$ cat config.mk
export PLATFORM = sky130hd
export DESIGN_NAME = bit_serializer_flat
export DESIGN_NICKNAME = d
export VERILOG_FILES = /design/src/rtl/bit_serializer_pkg.sv /design/src/rtl/bit_serializer_if.sv /design/src/rtl/bit_serializer.sv /design/src/flat_wrapper.sv
export SDC_FILE = /design/constraint.sdc
export NUM_CORES = 1
export LEC_CHECK = 0
export CAP_MARGIN = 20
export CELL_PAD_IN_SITES_DETAIL_PLACEMENT = 0
export CELL_PAD_IN_SITES_GLOBAL_PLACEMENT = 2
export CORE_MARGIN = 2
export CORE_UTILIZATION = 38
export CTS_BUF_LIST = sky130_fd_sc_hd__clkbuf_4
export CTS_CLUSTER_DIAMETER = 150
export DETAILED_ROUTE_END_ITERATION = 6
export PLACE_DENSITY_LB_ADDON = 0.1
export SLEW_MARGIN = 20
export SYNTH_ARGS = -nofsm -noshare
export SYNTH_HDL_FRONTEND = slang
export SYNTH_SLANG_ARGS = --single-unit
export TNS_END_PERCENT = 1
$ cat constraint.sdc
create_clock -name clk -period 4.05 [get_ports clk]
set_input_delay 0.405 -clock clk [delete_from_list [all_inputs] [get_ports clk]]
set_output_delay 0.405 -clock clk [all_outputs]
set_load 0.1 [all_outputs]
$ cat src/rtl/bit_serializer_pkg.sv
// Shared constants and types for the bit serializer: FSM encodings and counter sizing.
package bit_serializer_pkg;

    localparam logic [1:0] IDLE_ENC  = 2'd0;
    localparam logic [1:0] SHIFT_ENC = 2'd1;
    localparam logic [1:0] GAP_ENC   = 2'd2;

    localparam int unsigned GAP_CNT_W = 4;
    localparam int unsigned MAX_WIDTH = 32;
    localparam int unsigned MIN_WIDTH = 2;

    typedef enum logic [1:0] {
        ST_IDLE  = IDLE_ENC,
        ST_SHIFT = SHIFT_ENC,
        ST_GAP   = GAP_ENC
    } state_t;

endpackage

$ cat src/rtl/bit_serializer_if.sv
// Parallel-word input and serial-stream output bundle of the bit serializer.
interface bit_serializer_if #(
    parameter int unsigned WIDTH = 8
);
    logic [WIDTH-1:0] in_data;
    logic             in_valid;
    logic             lsb_first;
    logic             in_ready;
    logic             x;
    logic             x_valid;
    logic             busy;
    logic             word_done;

    // Upstream word producer
    modport master (
        output in_data, in_valid, lsb_first,
        input  in_ready, x, x_valid, busy, word_done
    );

    // The serializer itself
    modport slave (
        input  in_data, in_valid, lsb_first,
        output in_ready, x, x_valid, busy, word_done
    );
endinterface

$ cat src/rtl/bit_serializer.sv
// Parallel-to-serial converter: one bit per cycle, selectable bit order, optional idle gap per word.
module bit_serializer
    import bit_serializer_pkg::*;
#(
    parameter int unsigned WIDTH = 8,
    parameter int unsigned GAP   = 0
) (
    input  logic             clk,
    input  logic             reset,
    bit_serializer_if.slave  bus
);

    localparam logic                 GAP_EN   = (GAP != 0);
    localparam logic [WIDTH-1:0]     LAST_IDX = WIDTH'(WIDTH - 1);
    localparam logic [WIDTH-1:0]     CNT_ONE  = WIDTH'(1);
    localparam logic [GAP_CNT_W-1:0] GAP_LOAD = GAP_CNT_W'((GAP == 0) ? 0 : GAP - 1);
    localparam logic [GAP_CNT_W-1:0] GAP_ONE  = GAP_CNT_W'(1);

    state_t               r_state;
    logic [WIDTH-1:0]     r_shreg;
    logic [WIDTH-1:0]     r_cnt;
    logic [GAP_CNT_W-1:0] r_gap_cnt;
    logic                 r_lsb;
    logic                 r_x;
    logic                 r_x_valid;
    logic                 r_busy;
    logic                 r_word_done;
    logic                 r_in_ready;

    logic                 w_accept;
    logic                 w_first_bit;
    logic [WIDTH-1:0]     w_load_shreg;
    logic                 w_next_bit;
    logic                 w_last;

    // Readiness is purely registered, so acceptance never loops back through in_valid
    assign w_accept     = bus.in_valid & r_in_ready;
    assign w_first_bit  = bus.lsb_first ? bus.in_data[0] : bus.in_data[WIDTH-1];
    assign w_load_shreg = bus.lsb_first ? (bus.in_data >> 1) : (bus.in_data << 1);
    assign w_next_bit   = r_lsb ? r_shreg[0] : r_shreg[WIDTH-1];
    assign w_last       = (r_cnt == '0);

    // Shift register pre-shifted by one at load so the next bit is always at the edge
    always_ff @(posedge clk or posedge reset) begin
        if (reset) begin
            r_state     <= ST_IDLE;
            r_shreg     <= '0;
            r_cnt       <= '0;
            r_gap_cnt   <= '0;
            r_lsb       <= 1'b0;
            r_x         <= 1'b0;
            r_x_valid   <= 1'b0;
            r_busy      <= 1'b0;
            r_word_done <= 1'b0;
            r_in_ready  <= 1'b1;
        end else begin
            case (r_state)
                ST_IDLE: begin
                    r_in_ready <= 1'b1;
                end
                ST_SHIFT: begin
                    if (!w_last) begin
                        r_cnt       <= r_cnt - CNT_ONE;
                        r_shreg     <= r_lsb ? (r_shreg >> 1) : (r_shreg << 1);
                        r_x         <= w_next_bit;
                        r_word_done <= (r_cnt == CNT_ONE);
                        r_in_ready  <= !GAP_EN && (r_cnt == CNT_ONE);
                    end else if (GAP_EN) begin
                        r_state     <= ST_GAP;
                        r_gap_cnt   <= GAP_LOAD;
                        r_x         <= 1'b0;
                        r_x_valid   <= 1'b0;
                        r_word_done <= 1'b0;
                        r_in_ready  <= 1'b0;
                    end else begin
                        // A back-to-back accept below overrides this return to idle
                        r_state     <= ST_IDLE;
                        r_x         <= 1'b0;
                        r_x_valid   <= 1'b0;
                        r_busy      <= 1'b0;
                        r_word_done <= 1'b0;
                        r_in_ready  <= 1'b1;
                    end
                end
                ST_GAP: begin
                    if (r_gap_cnt == '0) begin
                        r_state    <= ST_IDLE;
                        r_busy     <= 1'b0;
                        r_in_ready <= 1'b1;
                    end else begin
                        r_gap_cnt  <= r_gap_cnt - GAP_ONE;
                    end
                end
                default: begin
                    r_state     <= ST_IDLE;
                    r_x         <= 1'b0;
                    r_x_valid   <= 1'b0;
                    r_busy      <= 1'b0;
                    r_word_done <= 1'b0;
                    r_in_ready  <= 1'b1;
                end
            endcase

            if (w_accept) begin
                r_state     <= ST_SHIFT;
                r_shreg     <= w_load_shreg;
                r_lsb       <= bus.lsb_first;
                r_cnt       <= LAST_IDX;
                r_x         <= w_first_bit;
                r_x_valid   <= 1'b1;
                r_busy      <= 1'b1;
                r_word_done <= 1'b0;
                r_in_ready  <= 1'b0;
            end
        end
    end

    assign bus.in_ready  = r_in_ready;
    assign bus.x         = r_x;
    assign bus.x_valid   = r_x_valid;
    assign bus.busy      = r_busy;
    assign bus.word_done = r_word_done;

endmodule

$ cat src/flat_wrapper.sv
// flat-port wrapper written by rule: the top's interface ports become plain ports
module bit_serializer_flat import bit_serializer_pkg::*;
#(
    parameter int unsigned WIDTH = 8,
    parameter int unsigned GAP   = 0
)
  (clk, reset, bus_in_data, bus_in_valid, bus_lsb_first, bus_in_ready, bus_x, bus_x_valid, bus_busy, bus_word_done);
  bit_serializer_if #(.WIDTH(WIDTH)) bus_i ();
  input  logic clk;
  input  logic reset;
  input wire logic [$bits(bus_i.in_data)-1:0] bus_in_data;
  input wire logic [$bits(bus_i.in_valid)-1:0] bus_in_valid;
  input wire logic [$bits(bus_i.lsb_first)-1:0] bus_lsb_first;
  output wire logic [$bits(bus_i.in_ready)-1:0] bus_in_ready;
  output wire logic [$bits(bus_i.x)-1:0] bus_x;
  output wire logic [$bits(bus_i.x_valid)-1:0] bus_x_valid;
  output wire logic [$bits(bus_i.busy)-1:0] bus_busy;
  output wire logic [$bits(bus_i.word_done)-1:0] bus_word_done;
  assign bus_i.in_data = bus_in_data;
  assign bus_i.in_valid = bus_in_valid;
  assign bus_i.lsb_first = bus_lsb_first;
  assign bus_in_ready = bus_i.in_ready;
  assign bus_x = bus_i.x;
  assign bus_x_valid = bus_i.x_valid;
  assign bus_busy = bus_i.busy;
  assign bus_word_done = bus_i.word_done;
  bit_serializer #(.WIDTH(WIDTH), .GAP(GAP)) u_core (.clk(clk), .reset(reset), .bus(bus_i));
endmodule
==> results by group <==
Global routing
  – First-pass GRT wire length: between 4000 and 5000 µm
  – Largest net degree at the start of global routing: 23
  – Initial antenna violation count: 0
  – Remaining Overflow, GRT: 0
  – Gr usage total: 0.164
  – Vias in the first global route: between 900 and 1k

Synthesis
  – Syn nets: around 140
  – Largest family of logic cells by synthesized area: compound AO/OA/AOI/OAI gates
  – YS warnings: 0
  – Post-synthesis simple-gate area fraction: 0.152
  – Sequential area share after synthesis: 0.442
  – Synth Area in Compound Gates: 0.162
  – Fraction of synthesized area in multiplexers: 0.159
  – Post-synth EDFFs: 0
  – Distinct cells, synth: 33
  – XOR/XNOR Fraction of Synth Area: 0.0147
  – Syn Area/Cell: 9.77 µm²
  – Cell count after synthesis: around 120
  – #FFs+latches synth: 21
  – Synth Cell Area: 1190 µm²
  – Async SR Flop Fraction: 1.00
  – Synth Area in Adders: 0.0315
  – Post-synth top flop: dfrtp_1

Clock tree
  – Post-CTS Setup Bufs: 0
  – Root Buffer: clkbuf_4
  – Clk_lat worst skew: 0.30 ns
  – Post-CTS Resized: 0
  – CTS tree: yes
  – Clk buf depth: 2
  – Hold buffer count at CTS: 0
  – CTS sink count: 21
  – Clock transition at path regs: ~0.12 ns
  – H-tree Lvls: 1
  – TritonCTS Buffers: 3

Pwr
  – Worst vdd ir: between 0.2 and 0.3 mV
  – Cell Pwr Density: 785 nW/µm²
  – Leak: about 0.6 nW

Min path
  – HP Class: reg2reg

Route
  – DR WL/cell: about 14 µm
  – DR WL met3: approximately 70 µm
  – Via count: 925
  – Met2 wire length: about 1300 µm
  – First-pass detailed-route iteration total: 4
  – Routed met1 length: 1190 µm
  – Top sig layer: met4
  – # DRC: 0
  – Vias per inst: around 5.2
  – Final WL: ~2500 µm
  – DRT antenna net count: 0
  – Initial DRC Count: 38

Final layout
  – Area growth syn-to-layout: 17.9%
  – Antenna diode count: 0
  – Most frequent cells in the layout: dfrtp_1 (20), mux2i_1 (19), a21oi_1 (17), clkdlybuf4s50_1 (16), nand2_1 (11)
  – Commonest non-fill, non-tap cell in the layout: dfrtp_1
  – Ratio of cells with drive above 1 in the final layout: 0.0593
  – Post-route insts no fill: roughly 180
  – Net count, final: between 150 and 200
  – Final Cell Area: between 1000 and 1500 µm²

Setup path
  – Delay-heaviest family, CP: buffers and inverters
  – Worst path cell trace: clkdlybuf4s50_1
  – Crit path max fanout: 10
  – Crit path DAT: 2.05 ns
  – Startpoint types: register
  – CP required: approximately 3.6 ns
  – Crit-path max cell delay: roughly 1.2 ns
  – Kind of critical path: reg2out
  – Crit path capture type: primary output
  – Slowest CP cell: clkdlybuf4s50_1
  – Crit path buf inv count: 1

Timing
  – Hold WS: 0.540 ns
  – Share of the cycle needed by the critical path after routing: 0.607
  – Slew headroom: 0.360
  – FMAX: ~410 MHz
  – Post-Route Setup TNS: 0 ns
  – Worst slew pin tran: around 0.96 ns
  – Final number of hold-violating endpoints: 0
  – Final Skew: between 0.004 and 0.005 ns
  – Final setup vio count: 0
  – Final slew viol count: 0
  – Unrepaired setup endpoints after global routing: false
  – Final min period: 2.46 ns

Floorplan
  – Height of the die: 60.0 µm
  – Core area: approximately 3000 µm²
  – Die area: 3600 µm²
  – Initial Util: 0.394
  – Ports: 17
  – Die width: about 60 µm
  – Row count: 20

Placed design
  – GP Congestion: around 0.75
  – Final HPWL DP: around 1800 µm
  – Placed Instances: between 150 and 200
  – Post-place instance area: 1380 µm²
  – Port bufs: 16

Status
  – Status: completed

Flow run
  – Max Cap Viol: 0
Yosys cell counts, drive strengths merged (3+ instances only):
cell type	instances	area, µm²
a21oi	17	85.1
or4	3	22.5
nand2	11	41.3
o21ai	6	33.8
mux2i	19	190
inv	4	15.0
nor2	7	26.3
clkbuf	4	15.0
dfrtp	20	500
ha	3	37.5
a31oi	3	18.8
buf	3	16.3
worst paths after layout:
check                                                         to  cells past startpoint                             start  slack, ns
worst max-delay path                                 bus_x_valid                      1    u_core.bus.x_valid$_DFFE_PP0P_       1.59
worst min-delay path            u_core.bus.word_done$_DFFE_PP0P_                      2  u_core.bus.word_done$_DFFE_PP0P_       0.54
worst max register to register     u_core.r_shreg[3]$_DFFE_PP0P_                      6       u_core.r_cnt[0]$_DFFE_PP0P_       1.97
worst min register to register  u_core.bus.word_done$_DFFE_PP0P_                      2  u_core.bus.word_done$_DFFE_PP0P_       0.54
max in group asynchronous          u_core.r_shreg[3]$_DFFE_PP0P_                      2                             reset       2.97
min in group asynchronous         u_core.bus.x_valid$_DFFE_PP0P_                      2                             reset       0.56
area by class of cell:
class / count / area, µm²
timing repair buffer: 16 / 160
tap: 44 / 55.1
sequential: 21 / 527
clock buffer: 4 / 30.0
inverter: 4 / 15.0
multi-input combinational: 90 / 619
fill: 305 / 1620
per-stage QoR:
stage / setup slack (ns) / utilization / power [mW]
5_1_grt: 1.50 / 0.464 / 1.20
6_report: 1.59 / 0.464 / 1.10
4_1_cts: 1.58 / 0.464 / 1.12
3_5_place_dp: 1.95 / 0.455 / 1.00
3_3_place_gp: 1.96 / 0.455 / 0.988
2_1_floorplan: 1.95 / - / 0.872
layer usage:
layer / vias to the layer above / GRT usage
met2: 18 / 0.278
li1: 471 / -
met4: 0 / 0.0571
met5: - / 0
met3: 4 / 0.0195
met1: 432 / 0.214
registers in the layout, indices dropped and copies added (netlist names):
signal and cells:
u_core.bus.x 1, u_core.r_shreg 8, u_core.r_cnt 8, u_core.bus.in_ready 1, u_core.bus.x_valid 1, u_core.r_lsb 1, u_core.bus.word_done 1
cells by family after synthesis:
logic type,after synthesis
XOR/XNOR,2
multiplexers,19
adder cells (fa/ha/maj),3
AO/OA/AOI/OAI,32
buffers and inverters,11
flip-flops,21
AND/OR/NAND/NOR,34
where the power goes:
part	internal [mW]	total (mW)	switching, mW	leakage, nW
Combinational	0.219	0.582	0.363	0.330
Clock	0.0451	0.110	0.0648	0.0184
Sequential	0.304	0.411	0.107	0.262
Total	0.569	1.10	0.535	0.610
No activity file was read; power rests on OpenSTA's default activity.
